### src/rtl/decimator_pkg.sv
// Shared constants and helpers for the decimator_m down-sampler.
package decimator_pkg;

  localparam logic MODE_SELECT = 1'b0;
  localparam logic MODE_INTEG  = 1'b1;

  // Accumulator must hold the sum of up to 2**fw-1 samples of wl bits.
  function automatic int acc_width(input int wl, input int fw);
    return wl + fw;
  endfunction

  function automatic int floor_log2(input logic [31:0] v);
    int r;
    r = 0;
    for (int i = 0; i < 32; i++) begin
      if (v[i]) r = i;
    end
    return r;
  endfunction

endpackage

### src/rtl/decim_frame_ctr.sv
// Frame counter: latches mode/factor/phase at frame start and tracks the sample index.
// With DECIM_AVG_EN defined it also latches the averaging shift for the frame.
module decim_frame_ctr
  import decimator_pkg::*;
#(
  parameter int factor_w = 4
) (
  input  logic                clock,
  input  logic                reset,
  input  logic                accept,
  input  logic                mode,
  input  logic [factor_w-1:0] factor,
  input  logic [factor_w-1:0] phase,
  output logic                frame_start,
  output logic                is_phase,
  output logic                is_last,
  output logic                cur_mode
`ifdef DECIM_AVG_EN
  ,
  output logic [factor_w-1:0] shift
`endif
);

  logic [factor_w-1:0] cnt_q, cnt_d;
  logic                mode_q, mode_d;
  logic [factor_w-1:0] m_q, m_d;
  logic [factor_w-1:0] ph_q, ph_d;
  logic [factor_w-1:0] m_in, ph_in, eff_m, eff_ph;
  logic                at_start;
`ifdef DECIM_AVG_EN
  logic [factor_w-1:0] shift_q, shift_d;
`endif

  always_comb begin
    m_in  = (factor == '0) ? factor_w'(1) : factor;
    ph_in = (phase >= m_in) ? (m_in - factor_w'(1)) : phase;

    // At cnt==0 the incoming configuration already governs the current beat.
    at_start    = (cnt_q == '0);
    cur_mode    = at_start ? mode  : mode_q;
    eff_m       = at_start ? m_in  : m_q;
    eff_ph      = at_start ? ph_in : ph_q;
    frame_start = accept && at_start;
    is_phase    = (cnt_q == eff_ph);
    is_last     = (cnt_q == (eff_m - factor_w'(1)));

    cnt_d  = cnt_q;
    mode_d = mode_q;
    m_d    = m_q;
    ph_d   = ph_q;
    if (accept) begin
      cnt_d = is_last ? '0 : (cnt_q + factor_w'(1));
    end
    if (frame_start) begin
      mode_d = mode;
      m_d    = m_in;
      ph_d   = ph_in;
    end
`ifdef DECIM_AVG_EN
    shift   = at_start ? factor_w'(floor_log2(32'(m_in))) : shift_q;
    shift_d = frame_start ? shift : shift_q;
`endif
  end

  always_ff @(posedge clock or posedge reset) begin
    if (reset) begin
      cnt_q   <= '0;
      mode_q  <= MODE_SELECT;
      m_q     <= factor_w'(1);
      ph_q    <= '0;
`ifdef DECIM_AVG_EN
      shift_q <= '0;
`endif
    end else begin
      cnt_q   <= cnt_d;
      mode_q  <= mode_d;
      m_q     <= m_d;
      ph_q    <= ph_d;
`ifdef DECIM_AVG_EN
      shift_q <= shift_d;
`endif
    end
  end

endmodule

### src/rtl/decimator_m.sv
// Down-sampler top: select-at-phase or integrate-and-dump, one result per frame.
// Optional feature macro DECIM_AVG_EN: integrate mode outputs the sum >> floor(log2(M)).
module decimator_m
  import decimator_pkg::*;
#(
  parameter  int word_length = 8,
  parameter  int factor_w    = 4,
  localparam int acc_w       = acc_width(word_length, factor_w)
) (
  input  logic                   clock,
  input  logic                   reset,
  input  logic [word_length-1:0] data_in,
  input  logic                   in_valid,
  input  logic                   hold,
  input  logic                   mode,
  input  logic [factor_w-1:0]    factor,
  input  logic [factor_w-1:0]    phase,
  output logic [acc_w-1:0]       data_out,
  output logic                   out_valid
);

  logic             accept;
  logic             frame_start, is_phase, is_last, cur_mode;
  logic [acc_w-1:0] acc_q, acc_d;
  logic [acc_w-1:0] dout_q, dout_d;
  logic             vld_q, vld_d;
  logic [acc_w-1:0] sum;
`ifdef DECIM_AVG_EN
  logic [factor_w-1:0] shift;
`endif

  assign accept = in_valid && !hold;

  decim_frame_ctr #(
    .factor_w(factor_w)
  ) u_ctr (
    .clock      (clock),
    .reset      (reset),
    .accept     (accept),
    .mode       (mode),
    .factor     (factor),
    .phase      (phase),
    .frame_start(frame_start),
    .is_phase   (is_phase),
    .is_last    (is_last),
    .cur_mode   (cur_mode)
`ifdef DECIM_AVG_EN
    ,
    .shift      (shift)
`endif
  );

  always_comb begin
    // A new frame always integrates from zero, whatever mode preceded it.
    sum    = (frame_start ? '0 : acc_q) + acc_w'(data_in);
    acc_d  = acc_q;
    dout_d = dout_q;
    vld_d  = 1'b0;
    if (accept) begin
      if (cur_mode == MODE_INTEG) begin
        if (is_last) begin
`ifdef DECIM_AVG_EN
          dout_d = sum >> shift;
`else
          dout_d = sum;
`endif
          acc_d  = '0;
          vld_d  = 1'b1;
        end else begin
          acc_d  = sum;
        end
      end else if (is_phase) begin
        dout_d = acc_w'(data_in);
        vld_d  = 1'b1;
      end
    end
  end

  always_ff @(posedge clock or posedge reset) begin
    if (reset) begin
      acc_q  <= '0;
      dout_q <= '0;
      vld_q  <= 1'b0;
    end else begin
      acc_q  <= acc_d;
      dout_q <= dout_d;
      vld_q  <= vld_d;
    end
  end

  assign data_out  = dout_q;
  assign out_valid = vld_q;

endmodule

### config.mk
export PLATFORM = sky130hd
export DESIGN_NAME = decimator_m
export DESIGN_NICKNAME = d
export VERILOG_FILES = /design/src/rtl/decimator_pkg.sv /design/src/rtl/decim_frame_ctr.sv /design/src/rtl/decimator_m.sv
export SDC_FILE = /design/constraint.sdc
export NUM_CORES = 1
export LEC_CHECK = 0
export BUFFER_PORTS_ARGS = -buffer_cell sky130_fd_sc_hd__buf_2
export CORE_ASPECT_RATIO = 1.25
export CORE_MARGIN = 2
export CORE_UTILIZATION = 30
export DETAILED_ROUTE_END_ITERATION = 12
export PLACE_DENSITY = 0.48
export SLEW_MARGIN = 20
export SYNTH_ARGS = -nofsm -noshare
export SYNTH_HDL_FRONTEND = slang
export SYNTH_SLANG_ARGS = --single-unit
### constraint.sdc
create_clock -name clock -period 10.9 [get_ports clock]
set_input_delay 0 -clock clock [delete_from_list [all_inputs] [get_ports clock]]
set_output_delay 0 -clock clock [all_outputs]
set_load 0.05 [all_outputs]
# After elaboration in Yosys (flattened, before gate mapping)
# Cells that the tools add are included.
[totals]
ff_bits = 38
wordCells = 38
output_inout_bits = 13
in_bits = 21
[classes]
order_cmp = 1
reduce_logical = 8
muxes = 15
n_eq_ne = 3
addsub = 4
[ops]
columns = ["operator", "count"]
rows = [
  ["12-bit 2-to-1 mux", 5],
  ["4-bit 2-to-1 mux", 5],
  ["12-bit by 8-bit adder with 12-bit output", 1],
  ["4-bit == test", 2],
  ["4-bit zero test", 2],
  ["4-bit by 1-bit subtractor with 4-bit output (second input constant)", 2],
  ["1-bit 2-to-1 mux", 5],
  ["4-bit by 1-bit adder with 4-bit output (second input constant)", 1],
  ["4-bit >= comparator", 1],
  ["3-bit AND reduction", 1],
  ["1-bit logical AND", 2],
  ["2-bit inequality test (second input constant)", 1],
  ["2-bit AND reduction", 1],
  ["2-bit nonzero test", 1],
  ["1-bit zero test", 1],
]

# Logic depth before layout (Yosys ltp)
[depth]
ltp_word = 9
ltp_mapped = 16
ltp_nobuf = 15

# Cells and area by module
# Synthesis repeated with hierarchy kept, for this count alone.
[hier_totals]
hier_cells = 293
area_unflattened_um2 = 2655.0
[by_module_without_submodules]
columns = ["mod", "area_each_um2", "cells_each", "n_inst", "seq_area_each_um2"]
rows = [
  ["decimator_m", 1530.2, 158, 1, 625.6],
  ["decim_frame_ctr", 1124.8, 135, 1, 326.6],
]

# Worst setup path before layout
# Ideal clock, no wire load.
[synth_path]
kind = "register -> register"
startpoint = "register u_ctr.cnt_q[0]"
endpoint = "register dout_q[10], in the netlist data_out[10]"
setup_ns = 0.122
stages_incl_launch_ff = 17
t_arrival_ns = 3.416
t_required_ns = 10.778
path_buffers = 1
path_slack_ns = 7.363
period_less_slack_ns = 3.537
path_cell_list = "dfrtp_1 > inv_1 > ha_1 > nor3b_4 > nand2_1 > clkbuf_1 > and2_1 > ha_1 > inv_1 > fa_1 > nor2b_1 > o31a_1 > o31a_1 > o21ai_0 > a21oi_1 > xor2_1 > a32o_1"
[synth_between]
elab_chain_cells = 6
word_cells_on_any_way = 15
classes_between = "2 x add/sub; 3 x eq/ne; 6 x mux; 4 x reduce/logical"
[synth_rtl]
columns = ["item", "line_no", "text"]
rows = [
  ["start: declaration", "decim_frame_ctr.sv:24", "logic [factor_w-1:0] cnt_q, cnt_d;"],
  ["start signal: assignment", "decim_frame_ctr.sv:75", "cnt_q <= cnt_d;"],
  ["4-bit zero test", "decim_frame_ctr.sv:39", "at_start = (cnt_q == '0);"],
  ["1-bit logical AND or 4-bit 2-to-1 mux (tied branches)", "decim_frame_ctr.sv:43, decim_frame_ctr.sv:41", ""],
  ["12-bit 2-to-1 mux or 4-bit by 1-bit subtractor with 4-bit output (tied branches)", "decimator_m.sv:55, decim_frame_ctr.sv:45", ""],
  ["12-bit by 8-bit adder with 12-bit output or 4-bit == test (tied branches)", "decimator_m.sv:55, decim_frame_ctr.sv:45", ""],
  ["12-bit 2-to-1 mux or 2-bit inequality test (tied branches)", "-", ""],
  ["12-bit 2-to-1 mux or 3-bit AND reduction (tied branches)", "-", ""],
  ["end signal: assignment", "decimator_m.sv:86", "dout_q <= dout_d;"],
  ["end: declaration", "decimator_m.sv:25", "logic [acc_w-1:0] dout_q, dout_d;"],
]
# Several ways; a longest one is shown, not always the timed one. The select of a mux whose other input is x is not followed.
# A chain may end at the register's enable or synchronous reset.

# Worst setup path in the final report
# Ends and elaborated chain as after synthesis.

==> results.md <==
- Critical path arrival: between 4 and 5 ns
- Synth Flop Type: dfrtp_1
- Top Usage Layer GRT: met2
- Clock slew at reported path FFs: 0.08 ns
- Clk_lat worst skew: roughly 0.29 ns
- Leak: roughly 0.0014 uW
- Nets: between 300 and 400
- Compound-Gate Fraction of Synth Area: 0.211
- Setup TNS Final: 0 ns
- Cell Pwr Density: between 200 and 300 mW/mm2
- M3 GR Usage: 0.0270
- Most common cell in the netlist: dfrtp_1
- Reg2reg end: data_out[10]$_DFFE_PP0P_
- M1 GR Usage: 0.176
- Top Ports: 34
- Mux contribution to synthesized area: 0.0573
- GPL Wtd Cong: 0.833
- Critical Path RT: 11.07 ns
- Hold Violations, Final: 0
- Fillers: around 900
- Hold Buf Count CTS: 3
- Mapped Area: approximately 0.0027 mm2
- Die area: 0.00973 mm2
- Status: completed
- ANT cells: 0
- ANT nets after route: 0
- Hold Path End: data_out[4]$_DFFE_PP0P_
- Area of the multi-input gates: between 0.0015 and 0.002 mm2
- Worst R2R Path Depth: 15
- Yosys warns: 0
- Final min period: between 4 and 5 ns
- Main combinational cell family by area after synthesis: compound AO/OA/AOI/OAI gates
- Clock skew: 0.00952 ns
- Flop2flop setup slack: 6.56 ns
- Detailed-route via count: around 2,200
- Cell taking the most area after synthesis: dfrtp_1
- Max-Cap Viols: 0
- Synth Area per Inst: roughly 9.4 um2
- Placed cell count: 432
- Vias per inst: 4.89
- Placement Setup Slack: 6.62 ns
- # rows: 38
- Seq/Total Area, Yosys: 0.354
- Fin crit share: 0.398
- RSZ-0062 raised after global routing: false
- Initial antenna violation count: 0
- Worst-Margin Slew: ~0.81 ns
- Adder-cell share of the synthesized area: 0.0820
- Final cell count without fillers: approximately 440
- Hold Crit Depth: 4
- Min-Delay Startpoint: data_in[4]
- Pre-Repair DR Iteration Count: 4
- Final number of setup-violating endpoints: 0
- Grt met2 use: 0.260
- Starting density of the core: 0.309
- Synth-to-Final Area Change: 15.6%
- Post-synth top cells: dfrtp_1, nand2_1, o21ai_0, ha_1
- Routed len/inst: between 10 and 15 um
- Height of the die: ~110 um
- Syn Inst Count: 286
- DP Area: between 0.002 and 0.003 mm2
- Root buf cell: clkbuf_8
- Synth top area share: 0.345
- CP startpoint kind: flip-flop
- Worst-path fanout max: 26
- Fmax achieved: ~0.23 GHz
- Wirelength, routed: 6420 um
- Register Area: approximately 950 um2
- Post-layout instance area: about 0.0031 mm2
- CTS tree: built
- DRC errors left: 0
- Max Slew Vio Count: 0
- Core Box Area: slightly below 0.009 mm2
- GR Util All Layers: 0.145
- Synth Area in XOR/XNOR: 0.0489
- Post-Synth Simple-Gate Area: 0.200
- Post-CTS setup buffer count: 0
- EDFF count, synth: 0
- Port bufs: 33
- Die X: around 89 um
- R2R Path Start: u_ctr.cnt_q[0]$_DFFE_PP0N_
- CP Capture Type: flip-flop
- Ranking of synthesized cells by area: dfrtp_1, ha_1, o21ai_0
- Ys async rst share: 1.00
- Grt ovf: 0
- DR iter-0 viols: 104
- CTS H-Tree Depth: 2
- Flops & latches, synth: 38
- CTS max path bufs: 2
- Hpwl dp: between 4000 and 5000 um
- Rel. slew slack: 0.457
- Worst VDD drop: approximately 0.13 mV
- Share of layout cells above drive strength 1: 0.198
- Synth cell types: between 50 and 60
- Pin count of the biggest net entering global routing: 39
- Vias in the first global route: about 2,200
- CTS Buf Count: 5
- CTS sink cnt: 38
- Post-CTS sizing: 0
- Net count after synthesis: about 320
- Setup ws final: 6.56 ns
- Critical path class: flip-flop to flip-flop
- Worst min-delay path class: input pin to flip-flop
- First-pass GRT wire length: between 10,000 and 15,000 um
-- layout by cell type, fill, tap and decap left out, drive strengths merged, types with 2 or more instances in the layout --
| master | count |
|---|---|
| a211o | 2 |
| a211oi | 4 |
| a21o | 2 |
| a21oi | 7 |
| a22o | 6 |
| a31oi | 4 |
| a32o | 2 |
| and2 | 9 |
| buf | 36 |
| clkbuf | 5 |
| clkinv | 3 |
| dfrtp | 37 |
| dlygate4sd3 | 3 |
| ha | 16 |
| inv | 15 |
| mux2 | 9 |
| mux2i | 3 |
| nand2 | 34 |
| nand2b | 10 |
| nand3 | 2 |
| nand4 | 2 |
| nor2 | 16 |
| nor2b | 6 |
| nor3 | 6 |
| nor3b | 2 |
| nor4 | 2 |
| o21a | 4 |
| o21ai | 29 |
| o22ai | 3 |
| o31a | 4 |
| o31ai | 8 |
| or3b | 2 |
| xnor2 | 8 |
| xor2 | 7 |
-- critical path: stages (launching register included) --
cell	delay (ns)
dfrtp_1	0.42
inv_1	0.16
ha_1	0.27
nor3b_4	0.41
nand2_1	0.58
and2_1	0.39
ha_1	0.21
inv_1	0.07
fa_1	0.20
nor2b_1	0.07
o31a_1	0.27
o31a_1	0.26
o21ai_0	0.36
a21oi_1	0.14
xor2_1	0.17
a32o_1	0.26
-- how the worst max path moves through the flow --
stage                                from                        to  cells after the start
2_1_floorplan  u_ctr.cnt_q[0]$_DFFE_PP0N_  data_out[10]$_DFFE_PP0P_                     16
3_3_place_gp   u_ctr.cnt_q[0]$_DFFE_PP0N_  data_out[10]$_DFFE_PP0P_                     15
3_5_place_dp   u_ctr.cnt_q[0]$_DFFE_PP0N_  data_out[10]$_DFFE_PP0P_                     15
4_1_cts        u_ctr.cnt_q[0]$_DFFE_PP0N_  data_out[10]$_DFFE_PP0P_                     15
5_1_grt        u_ctr.cnt_q[0]$_DFFE_PP0N_  data_out[10]$_DFFE_PP0P_                     15
6_report       u_ctr.cnt_q[0]$_DFFE_PP0N_  data_out[10]$_DFFE_PP0P_                     15
-- routing by layer --
metal  up-vias  wire [um]  share of wire
li1       1100          -              -
met1      1040       2870           0.45
met2        24       3360           0.52
met3         4        160          0.025
met4         0         29         0.0045
met5         -          0              0
-- area by class of cell --
cell class                 instances  area share
clock inverter                     3      0.0129
clock buffer                       5      0.0222
tap                              120      0.0484
sequential                        38       0.307
inverter                          16      0.0210
multi-input combinational        222       0.519
timing repair buffer              39      0.0701
-- metrics by stage --
stage | total power, uW | util | hold slack, ns
final | 895 | 0.357 | 0.0525
after detailed placement | 781 | 0.341 | 0.163
after global placement | 780 | 0.341 | 0.161
after floorplan | 673 | - | 0.105
after CTS | 907 | 0.357 | 0.0486
after global routing | 977 | 0.357 | 0.0742
-- flip-flops by register name, summed over array words and instances, names as in the netlist --
register and count:
acc_q 12, u_ctr.m_q 4, u_ctr.cnt_q 4, data_out 12, u_ctr.ph_q 4, out_valid 1
u_ctr.mode_q 1
-- where the power goes --
part	switching [uW]	total [uW]	leakage (uW)	internal (uW)
Clock	52.7	120	0.0000579	67.4
Combinational	309	524	0.000885	215
Sequential	49.8	251	0.000478	201
-- cell families after synthesis --
group,after synthesis
fa+ha+maj,17
buf+inv,26
flops,38
xor+xnor,15
compound gates,80
mux,12
simple gates,98
Note: power is estimated with default switching activity, not from simulation.
